## config.mk

```make
export PLATFORM = sky130hd
export DESIGN_NAME = md5_search_ctrl
export DESIGN_NICKNAME = d
export VERILOG_FILES = /design/src/rtl/md5_search_pkg.sv /design/src/rtl/md5_digest_cmp.sv /design/src/rtl/md5_search_ctrl.sv
export SDC_FILE = /design/constraint.sdc
export NUM_CORES = 1
export LEC_CHECK = 0
export ABC_AREA = 1
export BUFFER_PORTS_ARGS = -buffer_cell sky130_fd_sc_hd__buf_2
export CAP_MARGIN = 20
export CORE_AREA = 2 2 353 355
export DETAILED_ROUTE_END_ITERATION = 8
export DIE_AREA = 0 0 355 357
export GPL_ROUTABILITY_DRIVEN = 0
export SYNTH_ARGS = -nofsm -noshare
export SYNTH_HDL_FRONTEND = slang
export SYNTH_HIERARCHICAL = 1
export SYNTH_SLANG_ARGS = --single-unit
```

## constraint.sdc

```tcl
create_clock -name clk -period 33.9 [get_ports clk]
set_input_delay 1.695 -clock clk [delete_from_list [all_inputs] [get_ports clk]]
set_output_delay 1.695 -clock clk [all_outputs]
set_load 0.05 [all_outputs]
```

## src/rtl/md5_search_pkg.sv

```systemverilog
// Shared types and block formatting for the md5 nonce search controller.
// Used by md5_search_ctrl and md5_digest_cmp.
package md5_search_pkg;

   typedef enum logic [2:0] {
      IDLE,
      ISSUE,
      WAIT,
      CHECK,
      FOUND,
      DONE,
      TIMEOUT
   } state_t;

   localparam logic [31:0] PAD_WORD1 = 32'h00000080;
   localparam logic [31:0] MSG_BITS  = 32'd32;

   // Single-block message: 32-bit nonce, 0x80 pad byte, bit length in word14
   function automatic logic [511:0] build_block(input logic [31:0] nonce);
      logic [511:0] b;
      b          = '0;
      b[31:0]    = nonce;
      b[63:32]   = PAD_WORD1;
      b[479:448] = MSG_BITS;
      return b;
   endfunction

endpackage

```

## src/rtl/md5_digest_cmp.sv

```systemverilog
// Digest match for the CHECK stage; inputs are already registered.
// MD5_SEARCH_MASK_EN adds a per-bit compare mask.
module md5_digest_cmp (
   input  logic [127:0] dig,
   input  logic [127:0] target,
`ifdef MD5_SEARCH_MASK_EN
   input  logic [127:0] mask,
`endif
   output logic         match
);

`ifdef MD5_SEARCH_MASK_EN
   assign match = ((dig ^ target) & mask) == '0;
`else
   assign match = (dig == target);
`endif

endmodule

```

## src/rtl/md5_search_ctrl.sv

```systemverilog
// Nonce search requester for an md5 core: issues blocks, checks digests.
// Optional MD5_SEARCH_MASK_EN adds target_mask for partial matching.
module md5_search_ctrl
   import md5_search_pkg::*;
#(
   parameter int NONCE_W  = 32,
   parameter int MAX_WAIT = 1023
) (
   input  logic               clk,
   input  logic               rst,
   input  logic               start,
   input  logic               stop,
   input  logic [NONCE_W-1:0] nonce_base,
   input  logic [NONCE_W-1:0] nonce_last,
   input  logic [127:0]       target,
`ifdef MD5_SEARCH_MASK_EN
   input  logic [127:0]       target_mask,
`endif
   output logic               blk_valid,
   input  logic               blk_ready,
   output logic [511:0]       blk,
   input  logic               dig_valid,
   input  logic [127:0]       dig,
   output logic               busy,
   output logic               found,
   output logic [NONCE_W-1:0] found_nonce,
   output logic               done,
   output logic               timeout,
   output logic [31:0]        hash_count
);

   localparam int WW = $clog2(MAX_WAIT + 1);

   state_t             state, state_d;
   logic [NONCE_W-1:0] cur, last_r;
   logic [127:0]       target_r, dig_r;
   logic [WW-1:0]      wcnt;
   logic               match, wait_hit, at_last, idle_like;

`ifdef MD5_SEARCH_MASK_EN
   logic [127:0]       mask_r;
`endif

   assign idle_like = (state == IDLE) || (state == FOUND) ||
                      (state == DONE) || (state == TIMEOUT);
   assign wait_hit  = (wcnt == WW'(MAX_WAIT - 1));
   // base > last ends after one test instead of wrapping
   assign at_last   = (cur >= last_r);

   md5_digest_cmp u_cmp (
      .dig    (dig_r),
      .target (target_r),
`ifdef MD5_SEARCH_MASK_EN
      .mask   (mask_r),
`endif
      .match  (match)
   );

   always_comb begin
      state_d = state;
      if (stop) begin
         state_d = IDLE;
      end else begin
         unique case (state)
            IDLE, FOUND, DONE, TIMEOUT:
               if (start) state_d = ISSUE;
            ISSUE:
               if (blk_ready) state_d = WAIT;
            WAIT:
               if (dig_valid)     state_d = CHECK;
               else if (wait_hit) state_d = TIMEOUT;
            CHECK:
               if (match)        state_d = FOUND;
               else if (at_last) state_d = DONE;
               else              state_d = ISSUE;
            default:
               state_d = IDLE;
         endcase
      end
   end

   always_ff @(posedge clk or posedge rst) begin
      if (rst) state <= IDLE;
      else     state <= state_d;
   end

   always_ff @(posedge clk or posedge rst) begin
      if (rst) begin
         cur         <= '0;
         last_r      <= '0;
         target_r    <= '0;
         dig_r       <= '0;
         wcnt        <= '0;
         found       <= 1'b0;
         found_nonce <= '0;
         done        <= 1'b0;
         timeout     <= 1'b0;
         hash_count  <= '0;
`ifdef MD5_SEARCH_MASK_EN
         mask_r      <= '0;
`endif
      end else if (stop) begin
         found   <= 1'b0;
         done    <= 1'b0;
         timeout <= 1'b0;
      end else if (idle_like) begin
         if (start) begin
            cur        <= nonce_base;
            last_r     <= nonce_last;
            target_r   <= target;
`ifdef MD5_SEARCH_MASK_EN
            mask_r     <= target_mask;
`endif
            found      <= 1'b0;
            done       <= 1'b0;
            timeout    <= 1'b0;
            hash_count <= '0;
         end
      end else begin
         unique case (state)
            ISSUE:
               if (blk_ready) wcnt <= '0;
            WAIT: begin
               wcnt <= wcnt + WW'(1);
               // a digest arriving on the last wait cycle still counts
               if (dig_valid)     dig_r   <= dig;
               else if (wait_hit) timeout <= 1'b1;
            end
            CHECK: begin
               if (hash_count != '1) hash_count <= hash_count + 32'd1;
               if (match) begin
                  found       <= 1'b1;
                  found_nonce <= cur;
               end else if (at_last) begin
                  done <= 1'b1;
               end else begin
                  cur <= cur + NONCE_W'(1);
               end
            end
            default: ;
         endcase
      end
   end

   assign blk_valid = (state == ISSUE);
   assign blk       = blk_valid ? build_block(32'(cur)) : '0;
   assign busy      = (state == ISSUE) || (state == WAIT) ||
                      (state == CHECK);

endmodule
```

==> out/metrics.csv <==
metric;value;unit
num ports;907;
Power, Total;2099;uW
Final period util;0.1379;
CP startpoint kind;register;
mux contribution to synthesized area;0.1196;
Worst VDD drop;0.00004117;V
num rows;129;
CP max stage delay;850;ps
first-pass GRT wire length;106.8;mm
Routed wire per std cell;15.01;microns
met2 GRT Util;0.1719;
largest net degree at the start of global routing;154;
largest family of logic cells by synthesized area;buffers and inverters;
setup_tns;0;ps
Vias;18506;
synth top area cells;dfrtp_1 (41%), buf_4 (15%), mux2_1 (11%);
met3 Track Usage GR;0.03163;
Die ar.;0.1267;sq mm
Seq/Total Area, Yosys;0.4135;
Synth Warn #;6;
Slowest-stage cell, CP;buf_4;
I/O Buffers;428;
maximum clock path buffer count;3;
Top delay family on crit path;buffers and inverters;
Synth Instances;2830;
Synth Area in Compound Gates;0.03598;
post-CTS setup buffers;0;
GR peak layer;met2;
First-pass DRT Iterations;5;
Setup crit end kind;register;
Die X;355;microns
Simple-Gate Fraction of Synth Area;0.1805;
DRT Wirelength;74.14;mm
synth cell count leaders;nand2_1 (628), buf_4 (483), dfrtp_1 (400);
CORE AREA;0.1230;sq mm
ys flop type;dfrtp_1;
Synth Area per Inst;8.553;sq um
fin. max-slew vios;0;
initial antenna violation count;33;
CTS resizes;0;
CP startpoint;state[2];
post-synthesis register bit count;400;
worst path buffer plus inverter count;5;
total CTS buffers;49;
Fin Hold WS;483.3;ps
clk sinks;400;
flop2flop setup slack;29220;ps
synthesized area;0.02420;sq mm
GRT met1 Usage;0.1511;
Async SR Flop Fraction;1.000;
Clock Latency Late Sink;610;ps
worst path required time;34380;ps
Yosys top cell area share;0.4135;
status;finished, final reports clean;
FF-to-FF Start;state[2];
Critical Path End;target_r[41];
Worst R2R End;target_r[41];
Slew HR;0.3318;
share of post-route cells with drive strength above 1;0.1722;
cell taking the most area after synthesis;dfrtp_1;
post-route ant nets;0;
final-stage net count;3613;
Crit. path cell count;10;
fin crit period;4676;ps
number of max-cap violations;0;
worst slew pin tran;1002;ps
Critical Path AT;5150;ps
crit-path cells;nor2_2, nor2_2, a21oi_4, buf_4, inv_2, buf_4, nand3_4, buf_4, buf_4, mux2_1;
Initial Util;0.1968;
Setup-failing EPs final;0;
Max Clk Rate;0.2139;GHz
Congestion Overflow GR;0;
cell repeated most along the worst path;buf_4;
DR iter-0 viols;1186;
GR Util All Layers;0.1116;
Unique masters post-synth;39;
Final Hold Fails;0;
Post-synth EDFFs;0;
# hold bufs at CTS;0;
area growth from synthesis to layout;15.57;%
Layout Utilization;0.2274;
Reg2Reg Depth;10;
Leak;0.01465;uW
CTS H-tree lvls;2;
kind of critical path;register to register;
CP max FO;76;
vias per cell;3.745;
CTS clk-pin slew, worst paths;60;ps
Die Span Y;357;microns
DRC violations left;0;
unrepaired setup endpoints after global routing;no;
Root Driver;clkbuf_16;
Post-Synth XOR/XNOR Area;0.02461;
HP Class;register to register;
vias in the first global route;16801;
pwr dens;75.04;mW/mm^2
count leader, synth;nand2_1;
Synth Area in Adders;0.01861;
HPWL after detailed placement;57.78;mm
Clock Skews;29.51;ps
CTS tree;yes;
==> final cells by class <==
type                       instances  area, sq um
inverter                         265         1002
clock buffer                      71         1439
multi-input combinational       2089        10990
antenna                           18        45.04
tap                             1637         2048
fill                           13581        95020
clock inverter                    15        130.1
sequential                       400        10010
timing repair buffer             446         2310
==> stage by stage <==
step                setup slack (ps)  cells  cell area (sq um)
floorplan                      21080   3307              25990
global placement               28990   4836              26330
detailed placement             28960   4837              26360
CTS                            29200   4923              27930
global route                   28930   4935              27960
finish                         29220   4941              27970
==> report_power, final <==
part	internal, uW	total [uW]	switching (uW)
Clock	302	523	221
Sequential	645	789	145
Combinational	253	787	534
==> metal layers <==
| layer | share of wire | routed length [microns] | vias up |
|---|---|---|---|
| li1 | - | - | 8827 |
| met1 | 0.44 | 32780 | 8787 |
| met2 | 0.45 | 33390 | 755 |
| met3 | 0.086 | 6384 | 109 |
| met4 | 0.019 | 1409 | 28 |
| met5 | 0.0024 | 181 | - |
==> kinds of logic (layout without fill, tap and decap cells) <==
group / count (synthesis) / after routing
flip-flops: 400 / 400
AO/OA/AOI/OAI: 157 / 157
AND/OR/NAND/NOR: 1093 / 1093
other: 1 / 496
adder cells (fa/ha/maj): 36 / 36
XOR/XNOR: 68 / 68
multiplexers: 257 / 257
buffers and inverters: 818 / 797
==> worst min-delay path, delay by kind of cell, from the launching register on <==
family / cells / cell delay [ps]
compound gates: 1 / 60
simple gates: 1 / 50
flops: 1 / 340
==> cells in the final DEF, fill, tap and decap left out, types with 2 or more instances in the layout <==
cell and instances:
nand2_1 627, conb_1 478, buf_2 428, dfrtp_1 400, nor2_1 309, inv_1 256, mux2_1 242, nand3_1 80
xor2_1 59, a21oi_1 56, clkbuf_16 49, o21ai_1 47, ha_1 36, nor3_1 31, o21ai_0 25, nand4_1 22
o31ai_1 19, diode_2 18, buf_4 16, mux2_2 15, clkbuf_8 13, xnor2_1 9, clkbuf_1 9, inv_2 8
nor2_2 7, or2_2 6, inv_6 5, clkinv_2 5, nand3b_1 4, o21a_1 3, clkinvlp_4 3, nor2_4 2
a21o_1 2
==> worst min-delay path by stage <==
stage / start / cells after the start / slack (ps) / endpoint
global route: found_nonce[11] / 2 / 520 / found_nonce[11]
finish: found_nonce[23] / 2 / 480 / found_nonce[23]
CTS: found_nonce[23] / 2 / 490 / found_nonce[23]
detailed placement: found_nonce[23] / 2 / 480 / found_nonce[23]
floorplan: dig_r[0] / 1 / 480 / dig_r[0]
global placement: found_nonce[29] / 2 / 470 / found_nonce[29]
==> state kept, by name, indices dropped and copies added, names as in the netlist <==
name / cells
cur: 32
dig_r: 128
done: 1
found: 1
found_nonce: 32
hash_count: 32
last_r: 32
state: 3
target_r: 128
timeout: 1
wcnt: 10
Power figures use the tool's default switching activity.
